### config.mk
export PLATFORM = sky130hd
export DESIGN_NAME = rom_port_arbiter
export DESIGN_NICKNAME = d
export VERILOG_FILES = /design/src/rtl/rom_port_arbiter.sv
export SDC_FILE = /design/constraint.sdc
export NUM_CORES = 1
export LEC_CHECK = 0
export ABC_AREA = 1
export BUFFER_PORTS_ARGS = -buffer_cell sky130_fd_sc_hd__buf_2
export CAP_MARGIN = 5
export CORE_MARGIN = 2
export CORE_UTILIZATION = 46
export CTS_CLUSTER_DIAMETER = 60
export DETAILED_ROUTE_END_ITERATION = 8
export PLACE_DENSITY_LB_ADDON = 0.15
export SYNTH_ARGS = -nofsm -noshare
export SYNTH_HDL_FRONTEND = slang
export SYNTH_SLANG_ARGS = --single-unit
### constraint.sdc
create_clock -name clk -period 1.6 [get_ports clk]
set_input_delay 0.08 -clock clk [delete_from_list [all_inputs] [get_ports clk]]
set_output_delay 0.08 -clock clk [all_outputs]
set_load 0.1 [all_outputs]
### src/rtl/rom_port_arbiter.sv
// Shares one asynchronous instruction ROM between the fetch (IF) and load (LD) ports.
// LD has fixed priority, and a starvation guard forces an IF win after STARVE_MAX denials.
module rom_port_arbiter #(
    parameter int unsigned ADDR_W     = 10,
    parameter int unsigned DATA_W     = 32,
    parameter int unsigned STARVE_MAX = 4
) (
    input  logic              clk,
    input  logic              rst,
    input  logic              if_req,
    input  logic [31:0]       if_addr,
    input  logic              if_flush,
    output logic              if_gnt,
    output logic              if_rvalid,
    output logic [DATA_W-1:0] if_rdata,
    output logic              if_err,
    input  logic              ld_req,
    input  logic [31:0]       ld_addr,
    output logic              ld_gnt,
    output logic              ld_rvalid,
    output logic [DATA_W-1:0] ld_rdata,
    output logic              ld_err,
    output logic [ADDR_W-1:0] rom_addr,
    input  logic [DATA_W-1:0] rom_data
);

    localparam int unsigned CNT_W = 4;

    typedef enum logic {
        NORMAL   = 1'b0,
        IF_BOOST = 1'b1
    } state_t;

    state_t           state, state_nxt;
    logic [CNT_W-1:0] starve_cnt, starve_cnt_nxt;
    logic             if_bad_c, ld_bad_c;

    // An address is bad if it is not word aligned or lies beyond the ROM.
    assign if_bad_c = (if_addr[1:0] != 2'b00) || (if_addr[31:ADDR_W+2] != '0);
    assign ld_bad_c = (ld_addr[1:0] != 2'b00) || (ld_addr[31:ADDR_W+2] != '0);

    // Arbitration, ROM address select and starvation tracking.
    always_comb begin
        if_gnt         = 1'b0;
        ld_gnt         = 1'b0;
        rom_addr       = '0;
        starve_cnt_nxt = '0;
        state_nxt      = NORMAL;

        if (!rst) begin
            if (state == IF_BOOST && if_req) begin
                if_gnt = 1'b1;
            end else if (ld_req) begin
                ld_gnt = 1'b1;
            end else if (if_req) begin
                if_gnt = 1'b1;
            end
        end

        if (if_gnt) begin
            rom_addr = if_addr[ADDR_W+1:2];
        end else if (ld_gnt) begin
            rom_addr = ld_addr[ADDR_W+1:2];
        end

        if (if_req && !if_gnt) begin
            starve_cnt_nxt = starve_cnt + CNT_W'(1);
            if (starve_cnt_nxt == CNT_W'(STARVE_MAX)) begin
                state_nxt = IF_BOOST;
            end
        end
    end

    // State register and registered 1-cycle response path.
    always_ff @(posedge clk) begin
        if (rst) begin
            state      <= NORMAL;
            starve_cnt <= '0;
            if_rvalid  <= 1'b0;
            if_err     <= 1'b0;
            if_rdata   <= '0;
            ld_rvalid  <= 1'b0;
            ld_err     <= 1'b0;
            ld_rdata   <= '0;
        end else begin
            state      <= state_nxt;
            starve_cnt <= starve_cnt_nxt;

            // A flushed fetch still consumed the slot but produces no response.
            if_rvalid  <= if_gnt && !if_flush;
            if_err     <= if_gnt && !if_flush && if_bad_c;
            if (if_gnt && !if_flush) begin
                if_rdata <= if_bad_c ? '0 : rom_data;
            end

            ld_rvalid  <= ld_gnt;
            ld_err     <= ld_gnt && ld_bad_c;
            if (ld_gnt) begin
                ld_rdata <= ld_bad_c ? '0 : rom_data;
            end
        end
    end

endmodule
======== Word-level counts from Yosys, hierarchy flattened ========
Cells that the tools add are included.
word-level totals
  flip-flop bits (word level) ............. 73
  output and inout port bits .............. 80
cells by class
  add/sub/neg operators ................... 1
  eq/ne operators ......................... 1
  multiplexer cells ....................... 12
  bitwise gates (word level) .............. 1
  reduce and logical (&&, ||, !) cells .... 14
operators with widths
  operator                                              number
  2-to-1 mux 32 bit                                     2
  nonzero test 20 bit                                   2
  2-to-1 mux 10 bit                                     2
  2-to-1 mux 1 bit                                      8
  logical AND 1 bit                                     5
  adder 4 x 1 -> 4 bit (second input constant)          1
  equality test 4 x 3 -> 1 bit (second input constant)  1
  nonzero test 2 bit                                    2
  zero test 1 bit                                       2
  logical OR 1 bit                                      2
  OR reduction 2 bit                                    1
  inverter 1 bit                                        1

======== Depth between registers and ports, before layout ========
Gate-level depths: netlist of the first run.
  depth in word-level cells ............... 8
  mapped depth ............................ 7
  gate-level depth less buffers ........... 6

======== Worst setup path after synthesis of the first run ========
OpenSTA, ideal clock, no wires.
  path kind ............................... register to output
  start point ............................. register state
  end point ............................... output rom_addr[0]
  data arrival time ....................... 1.988 ns
  setup slack ............................. -0.468 ns
  cell stages (with the launch flop) ...... 7
  path buffers ............................ 1
  cell sequence ........................... dfxtp_1 -> inv_1 -> nand2_1 -> nand2_1 -> inv_1 -> buf_2 -> a22o_1
between the ends
  elaborated cells between the ends (all ways) .. 7
  classes of those cells .................. mux: 6; reduce/logical: 1
RTL lines
  item                    RTL line  text
  start, declared         34        state_t state, state_nxt;
  start signal, assigned  86        state <= state_nxt;
  logical AND 1 bit       51        if (state == IF_BOOST && if_req) begin
  2-to-1 mux 1 bit        51
  2-to-1 mux 1 bit        50        if (!rst) begin
  via if_gnt              13        output logic if_gnt,
  2-to-1 mux 10 bit       60        if (if_gnt) begin
  end, declared           23        output logic [ADDR_W-1:0] rom_addr,
The timed path passes the listed nets, and every way through them passes these cells.

======== Final worst setup path of the first run ========
  start point ............................. register state
  end point ............................... output rom_addr[4]
between the ends
  longest elaborated chain between the ends .. 5
  elaborated cells between the ends (all ways) .. 7
  classes of those cells .................. mux: 6; reduce/logical: 1
RTL lines
  item                   RTL line  text
  logical AND 1 bit (*)  51
  2-to-1 mux 1 bit       51
  2-to-1 mux 1 bit       50
  2-to-1 mux 10 bit      62        end else if (ld_gnt) begin
  2-to-1 mux 10 bit (*)  60
Every way passes the cells marked *; elsewhere a longest branch is shown, timed or not.

==> impl_metrics.json, run 1 <==
{
  "fmax_ghz": 0.641,
  "start_kind": "flip-flop",
  "mostFrequentLayoutCell": "buf_2",
  "final_cells": 828,
  "antenna_left": 0,
  "ctsHoldBuffers": 0,
  "diodes": 0,
  "worst_slew_pin_slew_ns": 0.512,
  "finalCriticalPeriod_ns": 1.56,
  "worstSetupPathType": "flip-flop to primary output",
  "drt_wl_total_um": 11800,
  "fin_nets": 823,
  "fp.dieArea_mm2": 0.00876,
  "cap_viol_max_count": 0,
  "period_share_pct": 97.5,
  "grt_max_degree": 34,
  "cts_made_buffers": 9,
  "clockBufferDepth": 2,
  "drc_errors": 0,
  "cts.sinks": 73,
  "io_pins": 181,
  "drt_iter0_drc": 292,
  "synthCells": 549,
  "final_util_pct": 67.0,
  "port_buffers": 180,
  "drt_pass1_iterations": 4,
  "gp_congestion": 0.807,
  "grt_use_total_pct": 27.6,
  "placed_cells": 810,
  "grt_pass1_wl_um": 19200,
  "crit_fanout": 5,
  "setup_viol": 0,
  "worstSkewPairLatency_ns": 0.34,
  "synth-seq-area-share_pct": 39.6,
  "place_worst_setup_slack_ns": 0.278,
  "initial_core_util_pct": 47.6,
  "finalHoldViolations": 0,
  "cts_max_level": 3,
  "fp.dieH_um": 93.6,
  "power_leakage_nw": 2.82,
  "critPathArrivalTime_ns": 1.48,
  "drt-wirelength-per-cell_um": 14.3,
  "worst_slack_ns": 0.0399,
  "fp-row-count": 32,
  "critPathCaptureType": "primary output",
  "antenna_found_initial": 0,
  "outcome": "complete, no violations",
  "tritoncts": "yes",
  "area_delta_synth_final_pct": 40.9,
  "ys_warn_count": 0,
  "overflow": 0,
  "layout_common_cells": "buf_2, inv_1, nand3_1, nand2_1, dfxtp_1",
  "irDropWorstVdd_v": 0.000525,
  "critPathRequiredTime_ns": 1.52,
  "hold_class": "primary input to flip-flop",
  "drive_gt1_share_pct": 33.2,
  "syn_nets": 651,
  "power_mw": 5.02,
  "vias_per_cell": 5.07,
  "grt_pass1_vias": 4028,
  "relSlewSlack_pct": 66.1,
  "slew_violations": 0,
  "dp_hpwl_um": 8330,
  "clkTransAtPathRegs_ns": 0.08,
  "synth.cell_area_mm2": 0.00369,
  "synth_cell_type_count": 22,
  "syn_avg_cell_area_um2": 6.73,
  "cts_root_buf": "clkbuf_8",
  "p_per_area_mw_per_mm2": 965,
  "vias": 4201,
  "ys_seq_elements": 73,
  "core_mm2": 0.00777,
  "skew_ns": 0.00511,
  "die_w_um": 93.6
}
metrics by stage:
stage / hold slack (ns) / cell area (um^2) / TNS (ns)
2_1_floorplan: 0.284 / 3780 / 0
3_3_place_gp: 0.430 / 4920 / 0
3_5_place_dp: 0.456 / 4920 / 0
4_1_cts: 0.103 / 5190 / 0
5_1_grt: 0.115 / 5210 / -0.101
6_report: 0.112 / 5210 / 0
timing repair:
action,in CTS,in global routing
setup buffers,1,0
pin swaps,1,0
endpoints found under the setup margin,12,12
gates resized for setup,5,6
cloned,1,0
cells in the mapped netlist, drive strengths merged:
master | count | area share, %
buf | 30 | 4.5
nand2 | 81 | 8.3
a21oi | 65 | 8.8
dfxtp | 73 | 40
nand3 | 101 | 14
nor2 | 31 | 3.6
ha | 1 | 0.34
nand4 | 32 | 5.4
inv | 109 | 11
or2 | 3 | 0.51
nor3b | 1 | 0.20
clkbuf | 11 | 1.1
xor2 | 1 | 0.24
a22o | 10 | 2.4
path summary, 6_finish.rpt:
check / startpoint / to / slack, ns / depth (start not counted)
min reg2reg: starve_cnt[0] / starve_cnt[0] / 0.46 / 1
max: state / rom_addr[4] / 0.04 / 7
max reg2reg: state / if_rdata[25] / 0.22 / 8
min: rom_data[11] / ld_rdata[11] / 0.11 / 5
cell families (layout without fill, tap and decap cells):
family,count (synthesis),in the layout,synth area share (%)
fa+ha+maj,1,1,0.339
simple gates,249,249,32.0
flops,73,73,39.6
xor+xnor,1,1,0.237
compound gates,75,75,11.2
buf+inv,150,327,16.7
per-layer routing:
layer	vias to the layer above	part of all wire, %	routed length [um]	track usage, %
li1	2103	-	-	-
met1	1927	42	4920	34.7
met2	154	51	5980	47.9
met3	17	6.3	741	4.92
met4	0	1.5	177	8.45
met5	-	0	0	0
registers in the layout, indices dropped and copies added (netlist names):
signal	cells
if_rdata	32
state	1
ld_rdata	32
ld_err	1
ld_rvalid	1
if_err	1
if_rvalid	1
starve_cnt	4
area by class of cell:
cell class | instances | area [um^2]
Timing Repair Buffer | 202 | 1260
Sequential cell | 73 | 1460
Multi-Input combinational cell | 326 | 1710
Inverter | 109 | 412
Clock buffer | 12 | 165
Clock inverter | 4 | 73.8
Tap cell | 102 | 128
Fill cell | 736 | 2560
power breakdown:
| group | internal, mW | switching, mW | leakage [nW] |
|---|---|---|---|
| Clock | 1.01 | 0.699 | 0.123 |
| Sequential | 1.89 | 0.0381 | 0.596 |
| Combinational | 0.357 | 1.03 | 2.10 |
| Total | 3.26 | 1.77 | 2.82 |
worst max-delay path, cell delays in order (launching register included):
cell and delay (ns):
dfxtp_2 0.33, inv_2 0.06, nand2_2 0.07, nand2_2 0.08, inv_2 0.07, buf_6 0.14
a22o_4 0.23, buf_12 0.16
Note: power is estimated with default switching activity, not from simulation.
==> run 2: changes to the inputs <==
==> constraint.sdc (replaced) <==
create_clock -name clk -period 1.6 [get_ports clk]
set_input_delay 0.32 -clock clk [delete_from_list [all_inputs] [get_ports clk]]
set_output_delay 0.32 -clock clk [all_outputs]
set_load 0.1 [all_outputs]
==> run 2 against run 1 <==
Against the previous run:
- the run now ends with negative setup slack left
- die area did not move
- cell count rose by 0.85%
- sequential power barely moved
- via count rose by 3.6%
- total power rose by 0.97%
- highest routed layer unchanged
==> impl_metrics.json, run 2 (synthesized netlist as in run 1, its figures left out) <==
{
  "outcome": "complete, but fails checks",
  "failed_checks": "negative setup slack",
  "irDropWorstVdd_v": 0.000571,
  "p_sw_share_pct": 35.0,
  "placed_cells": 810,
  "clkPwrFrac_pct": 34.2,
  "slew_violations": 0,
  "fp-row-count": 32,
  "p_per_area_mw_per_mm2": 954,
  "critPathRequiredTime_ns": 1.28,
  "mostFrequentLayoutCell": "buf_2",
  "crit_fanout": 6,
  "grt_setup_unrepaired": "yes",
  "fp.dieArea_mm2": 0.00876,
  "grt_max_degree": 65,
  "drive_gt1_share_pct": 33.6,
  "drt_pass1_iterations": 5,
  "drt-wirelength-per-cell_um": 14.1,
  "layout_common_cells": "buf_2, inv_1, nand3_1, nand2_1, dfxtp_1",
  "cp-startpoint": "state",
  "relSlewSlack_pct": 65.9,
  "critPathArrivalTime_ns": 1.46,
  "finalHoldViolations": 0,
  "fin_nets": 830,
  "p_sw_mw": 1.78,
  "die_w_um": 93.6,
  "skew_ns": 0.00939,
  "vias_per_cell": 5.21,
  "fmax_ghz": 0.562,
  "hold_class": "primary input to flip-flop",
  "cts_max_level": 3,
  "top_regs": "if_rdata x32, ld_rdata x32, starve_cnt x4",
  "place_worst_setup_slack_ns": -0.0574,
  "area_delta_synth_final_pct": 43.9,
  "vias": 4354,
  "worst_slack_ns": -0.181,
  "cts_root_buf": "clkbuf_8",
  "final_cells": 835,
  "initial_core_util_pct": 47.6,
  "worst_slew_pin_slew_ns": 0.514,
  "io_pins": 181,
  "worstSkewPairLatency_ns": 0.35,
  "min_from": "rom_data[12]",
  "drc_errors": 0,
  "power_leakage_nw": 2.86,
  "p_comb_share_pct": 27.8,
  "grt_use_total_pct": 27.0,
  "cts_made_buffers": 9,
  "grt_pass1_wl_um": 18800,
  "grt_pass1_vias": 4026,
  "crit_chain": "inv_2, nand2_2, nand2_2, inv_4, buf_12, a22o_4, buf_12",
  "dp_hpwl_um": 8350,
  "crit_path_max_incr_delay_ns": 0.33,
  "antenna_left": 0,
  "seqPwrFrac_pct": 38.1,
  "diodes": 0,
  "gp_congestion": 0.915,
  "critPathSlowestCell": "dfxtp_2",
  "ctsHoldBuffers": 0,
  "port_buffers": 180,
  "finalCriticalPeriod_ns": 1.78,
  "clkTransAtPathRegs_ns": 0.08,
  "antenna_found_initial": 0,
  "cts.sinks": 73,
  "cap_viol_max_count": 0,
  "fp.dieH_um": 93.6,
  "p_int_mw": 3.30,
  "period_share_pct": 111,
  "worstReg2RegStart": "state",
  "overflow": 0,
  "tritoncts": "yes",
  "fill_cells": 703,
  "drt_iter0_drc": 168,
  "clockBufferDepth": 2,
  "start_kind": "flip-flop",
  "critPathCaptureType": "primary output",
  "core_mm2": 0.00777,
  "drt_wl_total_um": 11700,
  "worstSetupPathType": "flip-flop to primary output",
  "setup_viol": 12
}
## run 2: cell types whose count changed in the layout (fill, tap and decap cells not counted), moves of 2 or more
cell | before | now
buf_12 | 12 | 15
buf_4 | 19 | 23
buf_6 | 3 | 1
clkbuf_1 | 0 | 2
clkbuf_8 | 12 | 9
inv_6 | 0 | 2
## run 2: worst paths after layout
path / to / slack, ns / cells after the start
worst min register to register: starve_cnt[0] / 0.46 / 1
worst min-delay path: ld_rdata[12] / 0.35 / 5
worst max register to register: if_rdata[25] / 0.14 / 8
worst max-delay path: rom_addr[1] / -0.18 / 7
## run 2: metal layers
layer	part of all wire, %	track usage (%)
met1	41	34.1
met2	49	44.3
met3	6.7	4.75
met4	3.4	13.3
met5	0	0
## run 2: layout make-up
type	count	area [um^2]	share of cell area [%]
Multi-Input combinational cell	326	1710	32.2
Sequential cell	73	1460	27.5
Timing Repair Buffer	208	1350	25.4
Inverter	109	417	7.84
Clock buffer	11	131	2.47
Tap cell	102	128	2.40
Clock inverter	5	104	1.95
Timing Repair inverter	1	8.76	0.165
## run 2: critical path, delay by kind of cell, from the launching register on
| kind | cells | cell delay, ns |
|---|---|---|
| AND/OR/NAND/NOR | 2 | 0.15 |
| AO/OA/AOI/OAI | 1 | 0.22 |
| flip-flops | 1 | 0.33 |
| buffers and inverters | 4 | 0.40 |
## run 2: power by group through the flow
stage | clock network, mW | registers (mW) | logic (mW)
4_1_cts | 1.76 | 1.93 | 1.41
6_report | 1.73 | 1.93 | 1.41
2_1_floorplan | 0 | 2.51 | 0.476
3_3_place_gp | 0 | 1.97 | 1.37
3_5_place_dp | 0 | 1.97 | 1.38
5_1_grt | 1.82 | 1.94 | 1.49
## run 2: through the flow
step	instance area (um^2)	util, %	power, mW	setup TNS (ns)	hold slack, ns
6_report	5320	68.5	5.07	-1.85	0.352
5_1_grt	5320	68.5	5.25	-2.50	0.356
4_1_cts	5320	68.5	5.10	-1.85	0.349
3_5_place_dp	4960	63.9	3.36	-0.220	0.445
3_3_place_gp	4960	63.9	3.34	-0.000460	0.429
2_1_floorplan	3780	-	2.98	0	0.418
## run 2: what timing repair did
item,4_1_cts,5_1_grt
setup buffers,7,0
endpoints found under the hold margin,0,0
gates cloned,2,0
pin swaps,10,0
setup endpoints to repair,12,12
resized for setup,14,0
